--- config.mk ---
export PLATFORM = sky130hd
export DESIGN_NAME = shift_sequencer_flat
export DESIGN_NICKNAME = d
export VERILOG_FILES = /design/src/rtl/shift_sequencer_pkg.sv /design/src/rtl/shift_sequencer_if.sv /design/src/rtl/shift_sequencer_step.sv /design/src/rtl/shift_sequencer.sv /design/src/flat_wrapper.sv
export SDC_FILE = /design/constraint.sdc
export NUM_CORES = 1
export LEC_CHECK = 0
export CORE_MARGIN = 4
export CORE_UTILIZATION = 39
export CTS_BUF_LIST = sky130_fd_sc_hd__clkbuf_8 sky130_fd_sc_hd__clkbuf_16
export DETAILED_ROUTE_END_ITERATION = 10
export GPL_ROUTABILITY_DRIVEN = 1
export PLACE_DENSITY = 0.72
export SYNTH_ARGS = -nofsm -noshare
export SYNTH_HDL_FRONTEND = slang
export SYNTH_SLANG_ARGS = --single-unit
export TNS_END_PERCENT = 1
--- constraint.sdc ---
create_clock -name clk -period 1.6 [get_ports clk]
set_input_delay 0.24 -clock clk [delete_from_list [all_inputs] [get_ports clk]]
set_output_delay 0.24 -clock clk [all_outputs]
set_load 0.02 [all_outputs]
--- src/rtl/shift_sequencer_pkg.sv ---
// rtl/shift_sequencer_pkg.sv - shared FSM encoding and direction constants for shift_sequencer
package shift_pkg;

  typedef enum logic [1:0] {
    IDLE  = 2'd0,
    SHIFT = 2'd1,
    DONE  = 2'd2
  } state_t;

  localparam logic DIR_LEFT  = 1'b0;
  localparam logic DIR_RIGHT = 1'b1;

endpackage

--- src/rtl/shift_sequencer_if.sv ---
// rtl/shift_sequencer_if.sv - request/response handshake bundle for shift_sequencer
// Optional macro SHIFT_SEQ_ROTATE_EN adds the req_rot request field.
interface shift_sequencer_if #(
  parameter int WIDTH = 4,
  parameter int AMT_W = 3
);
  logic             req_valid;
  logic             req_ready;
  logic             req_dir;
  logic [AMT_W-1:0] req_amt;
  logic [WIDTH-1:0] req_data;
`ifdef SHIFT_SEQ_ROTATE_EN
  logic             req_rot;
`endif
  logic             rsp_valid;
  logic             rsp_ready;
  logic [WIDTH-1:0] rsp_data;
  logic             busy;

`ifdef SHIFT_SEQ_ROTATE_EN
  modport master (
    output req_valid, req_dir, req_amt, req_data, req_rot, rsp_ready,
    input  req_ready, rsp_valid, rsp_data, busy
  );
  modport slave (
    input  req_valid, req_dir, req_amt, req_data, req_rot, rsp_ready,
    output req_ready, rsp_valid, rsp_data, busy
  );
`else
  modport master (
    output req_valid, req_dir, req_amt, req_data, rsp_ready,
    input  req_ready, rsp_valid, rsp_data, busy
  );
  modport slave (
    input  req_valid, req_dir, req_amt, req_data, rsp_ready,
    output req_ready, rsp_valid, rsp_data, busy
  );
`endif

endinterface

--- src/rtl/shift_sequencer_step.sv ---
// rtl/shift_sequencer_step.sv - combinational one-position shift/rotate of a WIDTH-bit value
import shift_pkg::*;

module shift_step #(
  parameter int WIDTH = 4
) (
  input  logic             dir,
  input  logic             rot,
  input  logic [WIDTH-1:0] in,
  output logic [WIDTH-1:0] out
);

  always_comb begin
    out = in;
    if (dir == DIR_RIGHT) begin
      out = {rot & in[0], in[WIDTH-1:1]};
    end else begin
      out = {in[WIDTH-2:0], rot & in[WIDTH-1]};
    end
  end

endmodule

--- src/rtl/shift_sequencer.sv ---
// rtl/shift_sequencer.sv - multi-cycle N-position shifter built from a single one-position step
// Optional macro SHIFT_SEQ_ROTATE_EN enables rotate mode via req_rot.
import shift_pkg::*;

module shift_sequencer #(
  parameter int WIDTH = 4,
  parameter int AMT_W = 3
) (
  input  logic              clk,
  input  logic              rst,
  shift_sequencer_if.slave  bus
);

  state_t           state;
  state_t           state_n;
  logic [WIDTH-1:0] data_q;
  logic [AMT_W-1:0] cnt;
  logic             dir_q;
  logic             rot_q;
  logic             req_rot;
  logic [AMT_W-1:0] eff_amt;
  logic [WIDTH-1:0] step_out;
  logic             accept;

`ifdef SHIFT_SEQ_ROTATE_EN
  assign req_rot = bus.req_rot;
`else
  assign req_rot = 1'b0;
`endif

  // Rotation distance wraps (WIDTH is a power of 2); logical distance saturates at WIDTH.
  always_comb begin
    if (req_rot) begin
      eff_amt = bus.req_amt & AMT_W'(WIDTH - 1);
    end else if (bus.req_amt > AMT_W'(WIDTH)) begin
      eff_amt = AMT_W'(WIDTH);
    end else begin
      eff_amt = bus.req_amt;
    end
  end

  assign accept = (state == IDLE) && bus.req_valid;

  shift_step #(.WIDTH(WIDTH)) u_step (
    .dir (dir_q),
    .rot (rot_q),
    .in  (data_q),
    .out (step_out)
  );

  always_ff @(posedge clk or negedge rst) begin
    if (!rst) begin
      state <= IDLE;
    end else begin
      state <= state_n;
    end
  end

  always_comb begin
    state_n = state;
    case (state)
      IDLE:    if (bus.req_valid) state_n = SHIFT;
      SHIFT:   if (cnt == '0)     state_n = DONE;
      DONE:    if (bus.rsp_ready) state_n = IDLE;
      default: state_n = IDLE;
    endcase
  end

  always_comb begin
    bus.req_ready = (state == IDLE);
    bus.rsp_valid = (state == DONE);
    bus.busy      = (state != IDLE);
    bus.rsp_data  = data_q;
  end

  always_ff @(posedge clk or negedge rst) begin
    if (!rst) begin
      data_q <= '0;
      cnt    <= '0;
      dir_q  <= DIR_LEFT;
      rot_q  <= 1'b0;
    end else if (accept) begin
      data_q <= bus.req_data;
      cnt    <= eff_amt;
      dir_q  <= bus.req_dir;
      rot_q  <= req_rot;
    end else if (state == SHIFT && cnt != '0) begin
      data_q <= step_out;
      cnt    <= cnt - AMT_W'(1);
    end
  end

endmodule
--- src/flat_wrapper.sv ---
// flat-port wrapper written by rule: the top's interface ports become plain ports
module shift_sequencer_flat 
#(
  parameter int WIDTH = 4,
  parameter int AMT_W = 3
)
  (clk, rst, bus_req_valid, bus_req_dir, bus_req_amt, bus_req_data, bus_rsp_ready, bus_req_ready, bus_rsp_valid, bus_rsp_data, bus_busy);
  shift_sequencer_if #(.WIDTH(WIDTH), .AMT_W(AMT_W)) bus_i ();
  input  logic clk;
  input  logic rst;
  input wire logic [$bits(bus_i.req_valid)-1:0] bus_req_valid;
  input wire logic [$bits(bus_i.req_dir)-1:0] bus_req_dir;
  input wire logic [$bits(bus_i.req_amt)-1:0] bus_req_amt;
  input wire logic [$bits(bus_i.req_data)-1:0] bus_req_data;
  input wire logic [$bits(bus_i.rsp_ready)-1:0] bus_rsp_ready;
  output wire logic [$bits(bus_i.req_ready)-1:0] bus_req_ready;
  output wire logic [$bits(bus_i.rsp_valid)-1:0] bus_rsp_valid;
  output wire logic [$bits(bus_i.rsp_data)-1:0] bus_rsp_data;
  output wire logic [$bits(bus_i.busy)-1:0] bus_busy;
  assign bus_i.req_valid = bus_req_valid;
  assign bus_i.req_dir = bus_req_dir;
  assign bus_i.req_amt = bus_req_amt;
  assign bus_i.req_data = bus_req_data;
  assign bus_i.rsp_ready = bus_rsp_ready;
  assign bus_req_ready = bus_i.req_ready;
  assign bus_rsp_valid = bus_i.rsp_valid;
  assign bus_rsp_data = bus_i.rsp_data;
  assign bus_busy = bus_i.busy;
  shift_sequencer #(.WIDTH(WIDTH), .AMT_W(AMT_W)) u_core (.clk(clk), .rst(rst), .bus(bus_i));
endmodule
==> impl_metrics.toml, run 1 <==
[clock_tree]
htree_levels = 1
cts_buffers = 3
cts_max_path_bufs = 2
numClockSinks = 10
tritoncts = "built"
postCtsHoldBufs = 0
cts.clk_slew.worst_paths_ns = 0.05
clk_latency_ns = 0.23
cts_root_buf = "sky130_fd_sc_hd__clkbuf_8"

[grt]
antenna_violations_before_repair = 0
grt_remaining_overflow = 0
global_route_wire_length_before_repair_um = 2028
grt_pass1_vias = 481
gr-usage-all-layers = 0.1387
grt_start_max_net_pins = 11

[die]
design.portCount = 19
fp.coreArea_um2 = 1350
die_w_um = 46.75
initial_utilization = 0.4337
chipHeight_um = 46.75
std_cell_rows = 13
die_footprint_um2 = 2186

[job]
max_cap_violations = 0

[detailed_routing]
firstDrtPassIters = 2
ant_nets = 0
drt-total-wl_um = 1223
drc = 0
routed_wire_length_per_instance_um = 12.48
detail_route.vias_per_cell = 4.776
vias = 468
drt-initial-drc-count = 2

[status]
run_status = "finished clean"

[logic_synthesis]
yosysTopAreaCell = "sky130_fd_sc_hd__dfrtp_1"
ys_async_sr_fraction = 1.000
synth_top_area_share = 0.4274
synthesis.yosys.warnings = 0
synth_seq_cells = 10
netlist_area_um2 = 585.6
postSynthCellCount = 47
synth.area.top_cells = "sky130_fd_sc_hd__dfrtp_1, sky130_fd_sc_hd__mux2_2, sky130_fd_sc_hd__nor3b_4"
synthesis.area_per_instance_um2 = 12.46
number_of_enable_flip_flop_cells_after_synthesis = 0
dominantRegCellSynth = "sky130_fd_sc_hd__dfrtp_1"
synth_sequential_area_ratio = 0.4274
ys_types = 17
syn_nets = 61

[worst_setup_path]
startpoint_type = "register"
worst_path_most_repeated_cell = "sky130_fd_sc_hd__ha_4"
worstSetupPathType = "reg2reg"
worst-endpoint-required_ns = 1.71
crit_path_top_delay_cell = "sky130_fd_sc_hd__dfrtp_1"
timing.critical_path.slowest_cell_delay_ns = 0.35
buffering_stage_count_on_the_worst_path_with_inverters_included = 2
worstPathArrival_ns = 1.68
cpLargestDelayFamily = "flip-flops"
critPathCaptureType = "register"
timing.critical_path.cells = "inv_2 > ha_4 > ha_4 > a211oi_4 > buf_6 > mux2_2"
critical_path.max_fanout = 4

[cells_and_area]
final_nets = 98
finish.utilization = 0.7303
fillerInstances = 105
multi_input_comb_area_um2 = 349.1
drive_above_1_share = 0.4458
layout.area.seq_um2 = 250.2
area_growth_syn_to_layout_pct = 68.38
antenna_cells = 0

[place]
globalplace.congestion = 0.6981
hpwlAfterDp_um = 957.8
portBuffers = 18
place_ws_ns = -0.2085

[sta]
hold-worst-slack_ns = 0.3198
setup_slack_ns = 0.03077
slew_headroom = 0.7119
setup_viol = 0
timing.final.crit_share = 0.9808
max_slew.worst_pin.slew_ns = 0.4308
post-route-min-period_ns = 1.569
finalClockSkew_ns = 0.002956
clock.fmax_mhz = 637.3
hold_violations = 0
slew_violations = 0

[pwr]
p_total_mw = 2.112
power.static_leakage_nw = 0.4584
irDropWorstVdd_uv = 1368
power-per-cell-area_nw_per_um2 = 2142

[worst_hold_path]
worstHoldPathType = "in2async"
==> per-layer routing <==
| metal | track usage | part of all wire | vias to the layer above |
|---|---|---|---|
| met5 | 0 | 0 | - |
| met4 | 0.04972 | 0.0082 | 0 |
| met3 | 0.05747 | 0.063 | 2 |
| met2 | 0.2390 | 0.53 | 12 |
| met1 | 0.1538 | 0.40 | 221 |
| li1 | - | - | 233 |
==> synth_stat cells, types with 2 or more instances <==
cell	count
sky130_fd_sc_hd__dfrtp_1	10
sky130_fd_sc_hd__ha_1	2
sky130_fd_sc_hd__inv_1	5
sky130_fd_sc_hd__mux2_2	10
sky130_fd_sc_hd__mux2i_1	3
sky130_fd_sc_hd__nand2b_1	2
sky130_fd_sc_hd__nand3b_1	2
sky130_fd_sc_hd__nor3b_4	2
sky130_fd_sc_hd__o21ai_0	3
==> logic make-up after synthesis <==
group,Yosys count,share of synthesized area
xor gates and xnor gates,1,0.01496
muxes,14,0.2628
AOI/OAI and AO/OA,4,0.05982
buffers and inverters,5,0.03205
adders and majority gates,2,0.04273
and+or+nand+nor,11,0.1603
DFF,10,0.4274
==> worst paths after layout <==
kind	slack [ns]	cells past startpoint	end	from
hold reg to reg	0.54	1	u_core.bus.rsp_data[3]	u_core.bus.rsp_data[3]
setup / recovery	0.03	6	u_core.bus.rsp_data[2]	u_core.cnt[0]
min in group clk	0.54	1	u_core.bus.rsp_data[3]	u_core.bus.rsp_data[3]
hold / removal	0.32	1	u_core.bus.rsp_data[1]	rst
setup reg to reg	0.03	6	u_core.bus.rsp_data[2]	u_core.cnt[0]
max in group asynchronous	0.98	1	u_core.bus.rsp_data[0]	rst
==> what timing repair did <==
item,4_1_cts,5_1_grt
setup endpoints to repair,9,7
setup buffers,0,5
pin swaps,0,2
resized for setup,4,11
==> cell type report <==
cell class | instances | share of cell area
timing repair buffer | 32 | 0.2982
tap | 15 | 0.01904
sequential | 10 | 0.2538
clock buffer | 4 | 0.05584
multi-input combinational | 32 | 0.3541
inverter | 5 | 0.01904
==> state kept, by name, summed over array words and instances, names as in the netlist <==
register,count
u_core.state,2
u_core.dir_q,1
u_core.bus.rsp_data,4
u_core.cnt,3
==> per-stage QoR <==
stage               setup TNS, ns  instance area [um2]  cells
floorplan                       0                585.6     47
global placement          -0.7175                852.1     89
detailed placement        -0.9309                852.1     89
CTS                       -0.1219                905.9     93
global route             -0.03281                985.9     98
finish                          0                985.9     98
==> cell usage in the layout, fill, tap and decap left out, types with 2 or more instances in the layout <==
master	n
sky130_fd_sc_hd__clkdlybuf4s50_1	15
sky130_fd_sc_hd__buf_4	11
sky130_fd_sc_hd__dfrtp_1	10
sky130_fd_sc_hd__mux2_2	8
sky130_fd_sc_hd__clkbuf_8	4
sky130_fd_sc_hd__inv_1	3
sky130_fd_sc_hd__mux2i_1	3
sky130_fd_sc_hd__o21ai_0	3
sky130_fd_sc_hd__buf_6	3
sky130_fd_sc_hd__inv_2	2
sky130_fd_sc_hd__nand2b_1	2
sky130_fd_sc_hd__nor3b_4	2
sky130_fd_sc_hd__nand3b_1	2
sky130_fd_sc_hd__mux2_4	2
sky130_fd_sc_hd__ha_4	2
sky130_fd_sc_hd__dlygate4sd2_1	2
==> report_power, final <==
part	total, mW	internal (mW)	switching (mW)
registers	0.466	0.381	0.0854
clock network	0.301	0.215	0.0859
logic	1.34	0.807	0.538
total	2.11	1.40	0.709
No activity file was read; power rests on OpenSTA's default activity.
==> inputs of run 2 (changes only) <==
Settings changed: CORE_UTILIZATION 39 to 43, PLACE_DENSITY 0.72 to 0.75.
Clock period 1.6 ns to 1.52 ns, I/O delays scaled along.
==> run 2 against run 1 <==
Compared with the run above:
- the run now ends with negative setup slack left
- hold slack got worse by 0.011 ns
- non-clock buffer count rose by 1
- combinational power rose by 12%
- clock power fell by 8.0%
- clock skew rose by 0.0014 ns
- cell area rose by 0.51%
- via count rose by 4.7%
- sequential share of layout area rose by 0.12 points
- critical endpoint is now u_core.bus.rsp_data[1]
==> impl_metrics.toml, run 2 (synthesized netlist as in run 1, its figures left out) <==
[job]
max_cap_violations = 0

[worst_setup_path]
worst_setup_path_startpoint = "u_core.state[0]"
worst-endpoint-required_ns = 1.64
startpoint_type = "register"
worstSetupPathType = "reg2reg"
reg2reg_setup_slack_ns = -0.07
timing.rr.start = "u_core.state[0]"
worstPathArrival_ns = 1.71
end_point_of_the_critical_path = "u_core.bus.rsp_data[1]"
rr_worst_depth = 5
reg2reg_to = "u_core.bus.rsp_data[1]"
critPathCaptureType = "register"
critical_path.max_fanout = 6

[pwr]
switching_share = 0.3467
power.combinational.fraction = 0.652
cell_internal_pwr_mw = 1.507
power.static_leakage_nw = 0.4706
irDropWorstVdd_uv = 1326
p_seq_frac = 0.228
power-per-cell-area_nw_per_um2 = 2328
p_switching_mw = 0.7998
pwr-share-clk = 0.120

[cells_and_area]
antenna_cells = 0
layout_commonest_cell = "sky130_fd_sc_hd__clkdlybuf4s50_1"
finish.utilization = 0.7712
drive_above_1_share = 0.4940
final_cell_mix = "sky130_fd_sc_hd__clkdlybuf4s50_1, sky130_fd_sc_hd__buf_4, sky130_fd_sc_hd__dfrtp_1"
area_growth_syn_to_layout_pct = 69.23
final_nets = 99
largest_register_ff_count = 4

[detailed_routing]
ant_nets = 0
firstDrtPassIters = 3
vias = 490
detail_route.vias_per_cell = 5.000
routed_wire_length_per_instance_um = 15.18
drc = 0
drt-initial-drc-count = 4
drt-total-wl_um = 1488

[clock_tree]
tritoncts = "built"
cts.clk_slew.worst_paths_ns = 0.05
clk_latency_ns = 0.23
htree_levels = 1
postCtsHoldBufs = 0
numClockSinks = 10
cts_buffers = 3
cts_root_buf = "sky130_fd_sc_hd__clkbuf_8"
cts_max_path_bufs = 2

[status]
failed_checks = "negative setup slack"
run_status = "finished with violations"

[place]
portBuffers = 18
hpwlAfterDp_um = 1014
globalplace.congestion = 0.7495

[grt]
grtUsageMet3 = 0.04781
gr-usage-all-layers = 0.1530
global_route_wire_length_before_repair_um = 2235
antenna_violations_before_repair = 0
groute.layer.met1.usage = 0.1940
grt_start_max_net_pins = 11
grt_remaining_overflow = 0
grt_most_used_layer = "met2"
grt_pass1_vias = 520
met2_usage = 0.2550

[die]
std_cell_rows = 13
fp.coreArea_um2 = 1285
die_w_um = 44.90
design.portCount = 19
die_footprint_um2 = 2016
initial_utilization = 0.4557
chipHeight_um = 44.90

[sta]
slew_headroom = 0.6973
hold-worst-slack_ns = 0.3093
setup_slack_ns = -0.07382
post-route-min-period_ns = 1.594
slew_violations = 0
max_slew.worst_pin.slew_ns = 0.4527
clock.fmax_mhz = 627.4
finalClockSkew_ns = 0.004400
hold_violations = 0
rsz0062_at_grt = "yes"
timing.final.crit_share = 1.049
setup_viol = 6

[worst_hold_path]
worstHoldPathType = "in2async"
==> run 2: cell types whose count changed in the layout (fill, tap and decap cells not counted), moves of 2 or more <==
| cell | delta |
|---|---|
| sky130_fd_sc_hd__clkbuf_2 | +2 |
| sky130_fd_sc_hd__inv_1 | +2 |
| sky130_fd_sc_hd__dfrtp_2 | +2 |
| sky130_fd_sc_hd__dlygate4sd2_1 | -2 |
| sky130_fd_sc_hd__mux2_4 | +5 |
| sky130_fd_sc_hd__mux2_2 | -4 |
| sky130_fd_sc_hd__dfrtp_1 | -2 |
| sky130_fd_sc_hd__inv_2 | -2 |
==> run 2: final cells by class <==
class / count / area (um2)
flip-flops and latches: 10 / 252.7
multi-input cells: 32 / 357.8
clock buffers: 3 / 41.29
repair buffers: 33 / 301.5
well taps: 15 / 18.77
fillers: 88 / 294.0
inverters: 5 / 18.77
==> run 2: power groups by stage <==
stage               combinational, mW  sequential, mW  clock, mW
global placement                 1.23           0.512          0
finish                           1.50           0.526      0.277
detailed placement               1.26           0.519          0
CTS                              1.30           0.516      0.279
floorplan                       0.672           0.576          0
global route                     1.63           0.543      0.297
==> run 2: worst min-delay path by stage <==
stage	end	slack, ns	cells after the start
floorplan	u_core.bus.rsp_data[0]	-0.07	0
global placement	u_core.bus.rsp_data[3]	0.53	1
detailed placement	u_core.bus.rsp_data[3]	0.54	1
CTS	u_core.bus.rsp_data[0]	0.33	1
global route	u_core.bus.rsp_data[0]	0.34	1
finish	u_core.bus.rsp_data[1]	0.31	1
==> run 2: worst max-delay path, cell delays in order, from the launching register on <==
cell and delay [ns]:
sky130_fd_sc_hd__dfrtp_2 0.43, sky130_fd_sc_hd__buf_12 0.14, sky130_fd_sc_hd__nor3b_4 0.18, sky130_fd_sc_hd__buf_6 0.16, sky130_fd_sc_hd__mux2_4 0.31, sky130_fd_sc_hd__mux2_4 0.26
==> run 2: routing by layer <==
layer  up-vias  share of wire
met1       245           0.45
met5         -              0
li1        234              -
met2         9           0.49
met4         0         0.0047
met3         2          0.046
==> run 2: through the flow <==
step	total power [mW]	cells	setup TNS, ns	setup slack [ns]	cell area, um2
detailed placement	1.781	90	-1.248	-0.2702	877.1
CTS	2.094	93	-0.2959	-0.08813	934.6
global route	2.468	98	-0.6305	-0.1150	991.0
floorplan	1.248	47	-0.1065	-0.04168	590.6
finish	2.307	98	-0.2296	-0.07382	991.0
global placement	1.745	90	-1.099	-0.2328	877.1
==> run 2: repair_timing <==
action | in CTS | in global routing
endpoints found under the setup margin | 9 | 11
buffers inserted | 0 | 5
gates resized for setup | 9 | 14
pin swaps | 0 | 2
